**config.mk**
```make
export PLATFORM = sky130hd
export DESIGN_NAME = gfx_readback_dma
export DESIGN_NICKNAME = d
export VERILOG_FILES = /design/src/rtl/gfx_dma_pkg.sv /design/src/rtl/gfx_rb_regs.sv /design/src/rtl/gfx_readback_dma.sv
export SDC_FILE = /design/constraint.sdc
export NUM_CORES = 1
export LEC_CHECK = 0
export ABC_AREA = 1
export BUFFER_PORTS_ARGS = -buffer_cell sky130_fd_sc_hd__buf_4
export CORE_MARGIN = 2
export CORE_UTILIZATION = 53
export DETAILED_ROUTE_END_ITERATION = 10
export MAX_ROUTING_LAYER = met4
export PLACE_DENSITY = 0.76
export SYNTH_ARGS = -nofsm -noshare
export SYNTH_HDL_FRONTEND = slang
export SYNTH_SLANG_ARGS = --single-unit
```
**constraint.sdc**
```tcl
create_clock -name i_clk -period 1.9 [get_ports i_clk]
set_clock_uncertainty 0.2 [all_clocks]
set_input_delay 0.095 -clock i_clk [delete_from_list [all_inputs] [get_ports i_clk]]
set_output_delay 0.095 -clock i_clk [all_outputs]
set_load 0.005 [all_outputs]
```
**src/rtl/gfx_dma_pkg.sv**
```systemverilog
// Shared constants and types for the gfx readback DMA: register map, CTRL bits, FSM states.
package gfx_dma_pkg;

   localparam int unsigned REG_ADDR_W = 3;
   localparam int unsigned DATA_W     = 8;
   localparam int unsigned VADDR_W    = 16;

   localparam logic [REG_ADDR_W-1:0] REG_SRC_X  = 3'd0;
   localparam logic [REG_ADDR_W-1:0] REG_SRC_Y  = 3'd1;
   localparam logic [REG_ADDR_W-1:0] REG_DST_L  = 3'd2;
   localparam logic [REG_ADDR_W-1:0] REG_DST_H  = 3'd3;
   localparam logic [REG_ADDR_W-1:0] REG_WIDTH  = 3'd4;
   localparam logic [REG_ADDR_W-1:0] REG_HEIGHT = 3'd5;
   localparam logic [REG_ADDR_W-1:0] REG_RSVD   = 3'd6;
   localparam logic [REG_ADDR_W-1:0] REG_CTRL   = 3'd7;

   localparam int unsigned CTRL_START_BIT = 0;
   localparam int unsigned CTRL_ABORT_BIT = 7;

   typedef enum logic [1:0] {
      IDLE  = 2'd0,
      RUN   = 2'd1,
      DRAIN = 2'd2
   } state_t;

endpackage

```
**src/rtl/gfx_rb_regs.sv**
```systemverilog
// CPU register window for the readback DMA; configuration is frozen while a copy is active.
module gfx_rb_regs
   import gfx_dma_pkg::*;
#(
   parameter int unsigned CPU_ADDR_W = 13,
   parameter int unsigned PAGE_W     = 2
) (
   input  logic                  i_clk,
   input  logic                  i_rst_b,
   input  logic                  i_cpu_ce_b,
   input  logic                  i_cpu_we_b,
   input  logic [REG_ADDR_W-1:0] i_cpu_addr,
   input  logic [DATA_W-1:0]     i_cpu_data,
   input  logic                  i_active,
   output logic [7:0]            o_src_x,
   output logic [7:0]            o_src_y,
   output logic [CPU_ADDR_W-1:0] o_dst,
   output logic [PAGE_W-1:0]     o_page,
   output logic [7:0]            o_width,
   output logic [7:0]            o_height,
   output logic                  o_start_c,
   output logic                  o_abort_c
);

   logic       wr_c;
   logic       cfg_wr_c;
   logic       ctrl_wr_c;
   logic [7:0] dst_l_q;
   logic [4:0] dst_h_q;

   assign wr_c      = !i_cpu_ce_b && !i_cpu_we_b;
   assign cfg_wr_c  = wr_c && !i_active;
   assign ctrl_wr_c = wr_c && (i_cpu_addr == REG_CTRL);

   // Start only launches from idle; abort only means something while busy.
   assign o_start_c = ctrl_wr_c && i_cpu_data[CTRL_START_BIT] && !i_active;
   assign o_abort_c = ctrl_wr_c && i_cpu_data[CTRL_ABORT_BIT] &&  i_active;

   assign o_dst = CPU_ADDR_W'({dst_h_q, dst_l_q});

   always_ff @(posedge i_clk or negedge i_rst_b) begin
      if (!i_rst_b) begin
         o_src_x  <= '0;
         o_src_y  <= '0;
         dst_l_q  <= '0;
         dst_h_q  <= '0;
         o_page   <= '0;
         o_width  <= '0;
         o_height <= '0;
      end else if (cfg_wr_c) begin
         case (i_cpu_addr)
            REG_SRC_X:  o_src_x  <= i_cpu_data;
            REG_SRC_Y:  o_src_y  <= i_cpu_data;
            REG_DST_L:  dst_l_q  <= i_cpu_data;
            REG_DST_H: begin
               dst_h_q <= i_cpu_data[4:0];
               o_page  <= PAGE_W'(i_cpu_data[6:5]);
            end
            REG_WIDTH:  o_width  <= i_cpu_data;
            REG_HEIGHT: o_height <= i_cpu_data;
            REG_RSVD, REG_CTRL: ;
            default: ;
         endcase
      end
   end

endmodule

```
**src/rtl/gfx_readback_dma.sv**
```systemverilog
// Readback DMA: walks a VRAM rectangle row-major in free bus slots and streams pixels into one CPU RAM page.
module gfx_readback_dma
   import gfx_dma_pkg::*;
#(
   parameter int unsigned CPU_ADDR_W = 13,
   parameter int unsigned PAGE_W     = 2
) (
   input  logic                  i_clk,
   input  logic                  i_rst_b,
   input  logic                  i_cpu_ce_b,
   input  logic                  i_cpu_we_b,
   input  logic [REG_ADDR_W-1:0] i_cpu_addr,
   input  logic [DATA_W-1:0]     i_cpu_data,
   input  logic                  i_free_vbus,
   output logic                  o_addr_sel,
   output logic [VADDR_W-1:0]    o_vram_addr,
   output logic                  o_vram_oe_b,
   input  logic [DATA_W-1:0]     i_vram_data,
   output logic                  o_ram_drive,
   output logic [CPU_ADDR_W-1:0] o_ram_addr,
   output logic [PAGE_W-1:0]     o_ram_page,
   output logic [DATA_W-1:0]     o_ram_data,
   output logic                  o_ram_we_b,
   output logic                  o_active,
   output logic                  o_done
);

   logic [7:0]            src_x;
   logic [7:0]            src_y;
   logic [CPU_ADDR_W-1:0] dst;
   logic [PAGE_W-1:0]     page;
   logic [7:0]            width;
   logic [7:0]            height;
   logic                  start_c;
   logic                  abort_c;

   state_t                state_q;
   state_t                state_d;
   logic                  issue_c;
   logic                  active_c;
   logic                  last_c;

   logic [7:0]            col_q;
   logic [7:0]            row_q;
   logic [7:0]            cur_x_q;
   logic [7:0]            cur_y_q;
   logic [CPU_ADDR_W-1:0] cpu_addr_q;
   logic [CPU_ADDR_W-1:0] ram_addr_q;
   logic [DATA_W-1:0]     ram_data_q;
   logic                  we_q;
   logic                  done_q;

   gfx_rb_regs #(
      .CPU_ADDR_W (CPU_ADDR_W),
      .PAGE_W     (PAGE_W)
   ) u_regs (
      .i_clk      (i_clk),
      .i_rst_b    (i_rst_b),
      .i_cpu_ce_b (i_cpu_ce_b),
      .i_cpu_we_b (i_cpu_we_b),
      .i_cpu_addr (i_cpu_addr),
      .i_cpu_data (i_cpu_data),
      .i_active   (active_c),
      .o_src_x    (src_x),
      .o_src_y    (src_y),
      .o_dst      (dst),
      .o_page     (page),
      .o_width    (width),
      .o_height   (height),
      .o_start_c  (start_c),
      .o_abort_c  (abort_c)
   );

   assign last_c = (col_q == '0) && (row_q == '0);

   always_ff @(posedge i_clk or negedge i_rst_b) begin
      if (!i_rst_b) state_q <= IDLE;
      else          state_q <= state_d;
   end

   always_comb begin
      state_d = state_q;
      case (state_q)
         IDLE:    if (start_c) state_d = RUN;
         RUN:     if (abort_c || (issue_c && last_c)) state_d = DRAIN;
         DRAIN:   state_d = IDLE;
         default: state_d = IDLE;
      endcase
   end

   // An abort write blocks the issue in its own cycle so no pixel slips past it.
   always_comb begin
      issue_c  = 1'b0;
      active_c = 1'b0;
      case (state_q)
         RUN: begin
            active_c = 1'b1;
            issue_c  = i_free_vbus && !abort_c;
         end
         DRAIN:   active_c = 1'b1;
         default: ;
      endcase
   end

   // Column/row down-counters with independently wrapping 8-bit X/Y coordinates.
   always_ff @(posedge i_clk or negedge i_rst_b) begin
      if (!i_rst_b) begin
         col_q      <= '0;
         row_q      <= '0;
         cur_x_q    <= '0;
         cur_y_q    <= '0;
         cpu_addr_q <= '0;
      end else if (start_c) begin
         col_q      <= width;
         row_q      <= height;
         cur_x_q    <= src_x;
         cur_y_q    <= src_y;
         cpu_addr_q <= dst;
      end else if (issue_c) begin
         cpu_addr_q <= cpu_addr_q + CPU_ADDR_W'(1);
         if (col_q == '0) begin
            col_q   <= width;
            cur_x_q <= src_x;
            row_q   <= row_q - 8'd1;
            cur_y_q <= cur_y_q + 8'd1;
         end else begin
            col_q   <= col_q - 8'd1;
            cur_x_q <= cur_x_q + 8'd1;
         end
      end
   end

   // Capture stage: the write lands exactly one cycle after its VRAM read.
   always_ff @(posedge i_clk or negedge i_rst_b) begin
      if (!i_rst_b) begin
         we_q       <= 1'b0;
         done_q     <= 1'b0;
         ram_addr_q <= '0;
         ram_data_q <= '0;
      end else begin
         we_q   <= issue_c;
         done_q <= (state_q == DRAIN);
         if (issue_c) begin
            ram_addr_q <= cpu_addr_q;
            ram_data_q <= i_vram_data;
         end
      end
   end

   assign o_addr_sel  = issue_c;
   assign o_vram_oe_b = !issue_c;
   assign o_vram_addr = issue_c ? {cur_y_q, cur_x_q} : '0;
   assign o_active    = active_c;
   assign o_ram_drive = active_c;
   assign o_ram_addr  = ram_addr_q;
   assign o_ram_data  = ram_data_q;
   assign o_ram_page  = page;
   assign o_ram_we_b  = !we_q;
   assign o_done      = done_q;

endmodule

```
* Word level (Yosys, flattened, before mapping) *
Index checks and enable logic that the tools add are counted.

operators by class
  $add $sub $neg = 5
  equal/unequal tests = 10
  multiplexer cells = 20
  reduce and logical (&&, ||, !) cells = 32

operator list
  kind                   number
  $mux 8                 12
  $mux 13                2
  $add 8x1->8 const B    2
  $logic_not 8->1        2
  $mux 16                1
  $reduce_and 2->1       8
  $sub 8x1->8 const B    2
  $add 13x1->13 const B  1
  $logic_and 1x1->1      10
  $eq 3x3->1 const B     3
  $eq 3x2->1 const B     2
  $logic_not 1->1        6
  $mux 2                 2
  $ne 2x2->1 const B     2
  $pmux 2 s2             1
  $reduce_bool 2->1      2
  $eq 3x1->1 const B     1
  $logic_not 3->1        1
  $eq 2x1->1 const B     1
  $eq 2x2->1 const B     1
  $logic_not 2->1        1
  $mux 1                 2
  $reduce_or 2->1        1
  $logic_or 1x1->1       1

word-level totals
  bits in registers = 117
  output and inout bits = 45

* Logic depth before layout (Yosys ltp) *
  depth in word-level cells = 12
  gate-level depth with buffers = 12
  depth with buffers taken out = 11

* By module *
From an unflattened synthesis, not the netlist that was laid out.

second synthesis, totals
  cell total of the unflattened synthesis = 798
  area total of the unflattened synthesis = 6110.9 sq um

by module, submodules not included
  module            instances  cells an instance  area an instance (sq um)  sequential area each (sq um)
  gfx_readback_dma  1          577                4065.1                    1751.7
  gfx_rb_regs       1          221                2045.7                    1176.1

* Worst setup path after synthesis *
OpenSTA, ideal clock, no wires.

  path kind = flip-flop to flip-flop
  start = register state_q[0]
  end = register row_q[1]
  setup time = 0.116 ns
  data arrival time = 1.679 ns
  required time = 1.584 ns
  slack = -0.096 ns
  stages on the path, launching flop included = 11
  buffers on the path = 2
  path through = dfrtp_1 > inv_1 > ha_1 > nor2_1 > nand3_4 > inv_2 > buf_6 > buf_6 > o21ai_0 > nand2_1 > nand2_1

on the way
  longest elaborated chain between the ends = 9
  elaborated cells on any way between the ends = 14
  classes of those cells = eq/ne (2); mux (3); reduce/logical (9)

ends and longest elaborated chain
  element                                   RTL line                 RTL
  start: declaration                        gfx_readback_dma.sv:37   state_t state_q;
  start signal: assignment                  gfx_readback_dma.sv:78   else state_q <= state_d;
  $eq 2x2->1 or $eq 2x1->1 (tied branches)  gfx_readback_dma.sv:95   case (state_q)
  $reduce_or 2->1 (no line) (*)             n/a
  $mux 1 (*)                                gfx_readback_dma.sv:95
  via o_active                              gfx_readback_dma.sv:24   output logic o_active,
  $logic_and 1x1->1                         gfx_rb_regs.sv:37        assign o_abort_c = ctrl_wr_c && i_cpu_data[CTRL_ABORT_BIT] && i_active;
  $logic_not 1->1                           gfx_readback_dma.sv:98   issue_c = i_free_vbus && !abort_c;
  $logic_and 1x1->1                         gfx_readback_dma.sv:98
  $mux 1                                    gfx_readback_dma.sv:95
  $reduce_bool 2->1 (no line)               n/a
  $reduce_and 2->1 (no line)                n/a
  end signal: assignment                    gfx_readback_dma.sv:115  row_q <= height;
  end signal: assignment                    gfx_readback_dma.sv:124  row_q <= row_q - 8'd1;
  end: declaration                          gfx_readback_dma.sv:44   logic [7:0] row_q;

Mark *: on every way through the listed nets, which the timed path passes. The rest lies on a longest branch.
A chain may end at the register's enable or synchronous reset.

* Final worst setup path *
  start = register state_q[0]
  end = register done_q, in the netlist o_done

on the way
  longest elaborated chain between the ends = 1

ends and longest elaborated chain
  element                 RTL line                 RTL
  $eq 2x2->1              gfx_readback_dma.sv:142  done_q <= (state_q == DRAIN);
  end signal: assignment  gfx_readback_dma.sv:142
  end: declaration        gfx_readback_dma.sv:51   logic done_q;

Every way passes these cells.

==> flow_summary.ini <==
[placement]
dpl_cell_area_sq_um = 6790
dp.cells = 1011
place.gp.congestion = 0.880
post-dp-hpwl_um = 10400
portBuffers = 68

[finish]
multi_input_area_sq_um = 2840
finalNetCount = 991
final_area_sq_um = 8530
seqCellArea_sq_um = 2930
most-common-layout-cells = nand2_1, dfrtp_1, buf_4
syn_to_final_growth_pct = 41.5
final_common_cell = nand2_1
diodes = 0
fin_cells = 1109
fillers = 690
drive_gt1_frac = 0.236

[clock_tree]
cts_max_level = 4
clkSinkCount = 117
cts-root-buf = clkbuf_16
path_clk_slew_ns = 0.06
numCtsBuffers = 17
clk_latency_ns = 0.43
cts_tree = done
clockBufferDepth = 2

[worst_setup_path]
worst_path_max_delay_cell = dfrtp_1
cp-end-kind = register
start_kind = register
crit_path_frequent_cell = buf_4
crit_family = buffers and inverters
path_cells = inv_2 -> buf_4 -> buf_4 -> buf_4 -> buf_4 -> buf_4 -> buf_4 -> buf_4 -> buf_4 -> buf_4 -> buf_6 -> ha_4
crit_path_max_incr_delay_ns = 0.43
worstPathRequired_ns = 2.02
cp-startpoint = state_q[0]
r2r_start = state_q[0]
worstPathArrival_ns = 2.36
cp_num_buf_inv = 11
worstPathMaxFanout = 2
critical_path_class = reg -> reg

[yosys]
syn-mean-instance-area_sq_um = 7.51
synth-simple-area-share = 0.328
synth-seq-cells = 117
synth_compound_area_frac = 0.0666
synthMuxAreaShare = 0
syn_inst = 803
synthAdderAreaFrac = 0.0228
syn_area_sq_um = 6030
synth_top_family_by_area = simple AND/OR/NAND/NOR gates
ys_seq_area_frac = 0.486
ys_types = 28
syn-num-nets = 838
synthXorXnorAreaFrac = 0.0145
yosysWarnings = 0

[status]
violations = negative setup slack
status = complete, but fails checks

[drt]
dr_total_vias = 6276
viasPerCell = 5.66
drc_errors = 0
postRouteAntennaNets = 0
drtPass1Iterations = 6
wl_per_cell_um = 18.1
routed_wl_um = 20100
drt_iter0_drc = 840

[timing]
slew-limit-headroom = 0.650
finalHoldViolCount = 0
max_freq_ghz = 0.446
setup_viol = 133
rsz0062_at_grt = true
maxSlewViolCount = 0
holdWs_ns = 0.0451
setup_ws_ns = -0.343
worstMarginPinSlew_ns = 0.523
period_minus_slack_ns = 2.24
min_period_over_period = 1.18

[grt]
overflow = 0
track_usage = 0.304
antenna_found_initial = 0
grt_max_degree = 38
grt_pass1_vias = 5986
grt_pass1_wl_um = 28700

[floorplan]
pin_count = 69
core-area_sq_um = 11000
die_width_um = 111
num_rows = 38
die_y_um = 111
initial_core_util = 0.549
dieArea_sq_um = 12200

[job]
max_cap_viol_count = 0

[hold_path]
min-delay-start = i_cpu_addr[0]
hold_path.class = in -> reg

[power]
ir_drop_mv = 1.46
powerDensity_nw_per_um2 = 1360
power_leakage_nw = 4.35
[layout make-up]
type	count	share of cell area
Timing Repair inverter	1	0.00132
Tap cell	140	0.0205
Clock buffer	21	0.0563
Inverter	84	0.0421
Clock inverter	11	0.0201
Timing Repair Buffer	157	0.184
Multi-Input combinational cell	578	0.333
Sequential cell	117	0.343
[logic make-up (layout without fill, tap and decap cells)]
family / count (synthesis) / in the layout
simple gates: 476 / 478
flops: 117 / 117
buf+inv: 110 / 274
compound gates: 79 / 79
fa+ha+maj: 11 / 11
xor+xnor: 10 / 10
[cells in the mapped netlist, drive strengths merged]
master | count | area share
inv | 84 | 0.053
ha | 11 | 0.023
nor3 | 2 | 0.0035
nand4 | 10 | 0.010
o211ai | 1 | 0.0012
nor2 | 56 | 0.037
nand3 | 60 | 0.053
xnor2 | 2 | 0.0029
clkbuf | 8 | 0.0050
buf | 18 | 0.024
dfrtp | 117 | 0.49
nand2 | 348 | 0.23
xor2 | 8 | 0.012
o21ai | 78 | 0.065
[state kept, by name, summed over array words and instances (netlist names)]
| name | flops |
|---|---|
| we_q | 1 |
| cur_y_q | 8 |
| u_regs.dst_l_q | 8 |
| state_q | 2 |
| u_regs.o_src_y | 8 |
| row_q | 8 |
| u_regs.o_page | 2 |
| o_ram_addr | 13 |
| cur_x_q | 8 |
| cpu_addr_q | 13 |
| u_regs.o_src_x | 8 |
| u_regs.o_height | 8 |
| o_done | 1 |
| col_q | 8 |
| u_regs.dst_h_q | 5 |
| o_ram_data | 8 |
| u_regs.o_width | 8 |
[tightest hold or removal path: stages]
cell and delay, ns:
buf_4 0.14, nand4_1 0.18, buf_6 0.15, o21ai_1 0.06
[final timing paths]
| kind | end | slack, ns | cells after the start |
|---|---|---|---|
| min reg2reg | u_regs.dst_h_q[0] | 0.29 | 2 |
| max | o_done | -0.34 | 12 |
| max reg2reg | o_done | -0.34 | 12 |
| max in group asynchronous | u_regs.dst_h_q[4] | 0.34 | 4 |
| min | u_regs.o_page[1] | 0.05 | 4 |
| min in group asynchronous | col_q[1] | 0.52 | 3 |
[through the flow]
| step | setup slack (ns) | total power, W | utilization | TNS, ns |
|---|---|---|---|---|
| after floorplan | 0.0653 | 0.00616 | - | 0 |
| after global placement | 0.0538 | 0.00719 | 0.619 | 0 |
| after detailed placement | -0.0614 | 0.00732 | 0.619 | -0.981 |
| after CTS | -0.205 | 0.0112 | 0.752 | -8.25 |
| after global routing | -0.359 | 0.0123 | 0.777 | -28.43 |
| final | -0.343 | 0.0116 | 0.777 | -24.18 |
[where the power goes]
| group | leakage [nW] | switching, W | internal (W) |
|---|---|---|---|
| sequential | 1.54 | 0.000802 | 0.00339 |
| combinational | 2.50 | 0.00220 | 0.00171 |
| clock | 0.316 | 0.00120 | 0.00234 |
| total | 4.35 | 0.00420 | 0.00743 |
[layer usage]
| metal | global-route usage | vias to the layer above | part of all wire |
|---|---|---|---|
| li1 | - | 2824 | - |
| met1 | 0.354 | 2988 | 0.38 |
| met2 | 0.494 | 348 | 0.49 |
| met3 | 0.0782 | 116 | 0.075 |
| met4 | 0.150 | 0 | 0.053 |
| met5 | - | - | 0 |
[timing repair]
item                                   CTS  global route
gates resized for setup                 62            90
hold buffers                            20             0
pin swaps                               13            11
gates cloned                             8             6
endpoints found under the hold margin  171             0
setup endpoints to repair               72           131
buffers inserted                        27             6
Note: power is estimated with default switching activity, not from simulation.
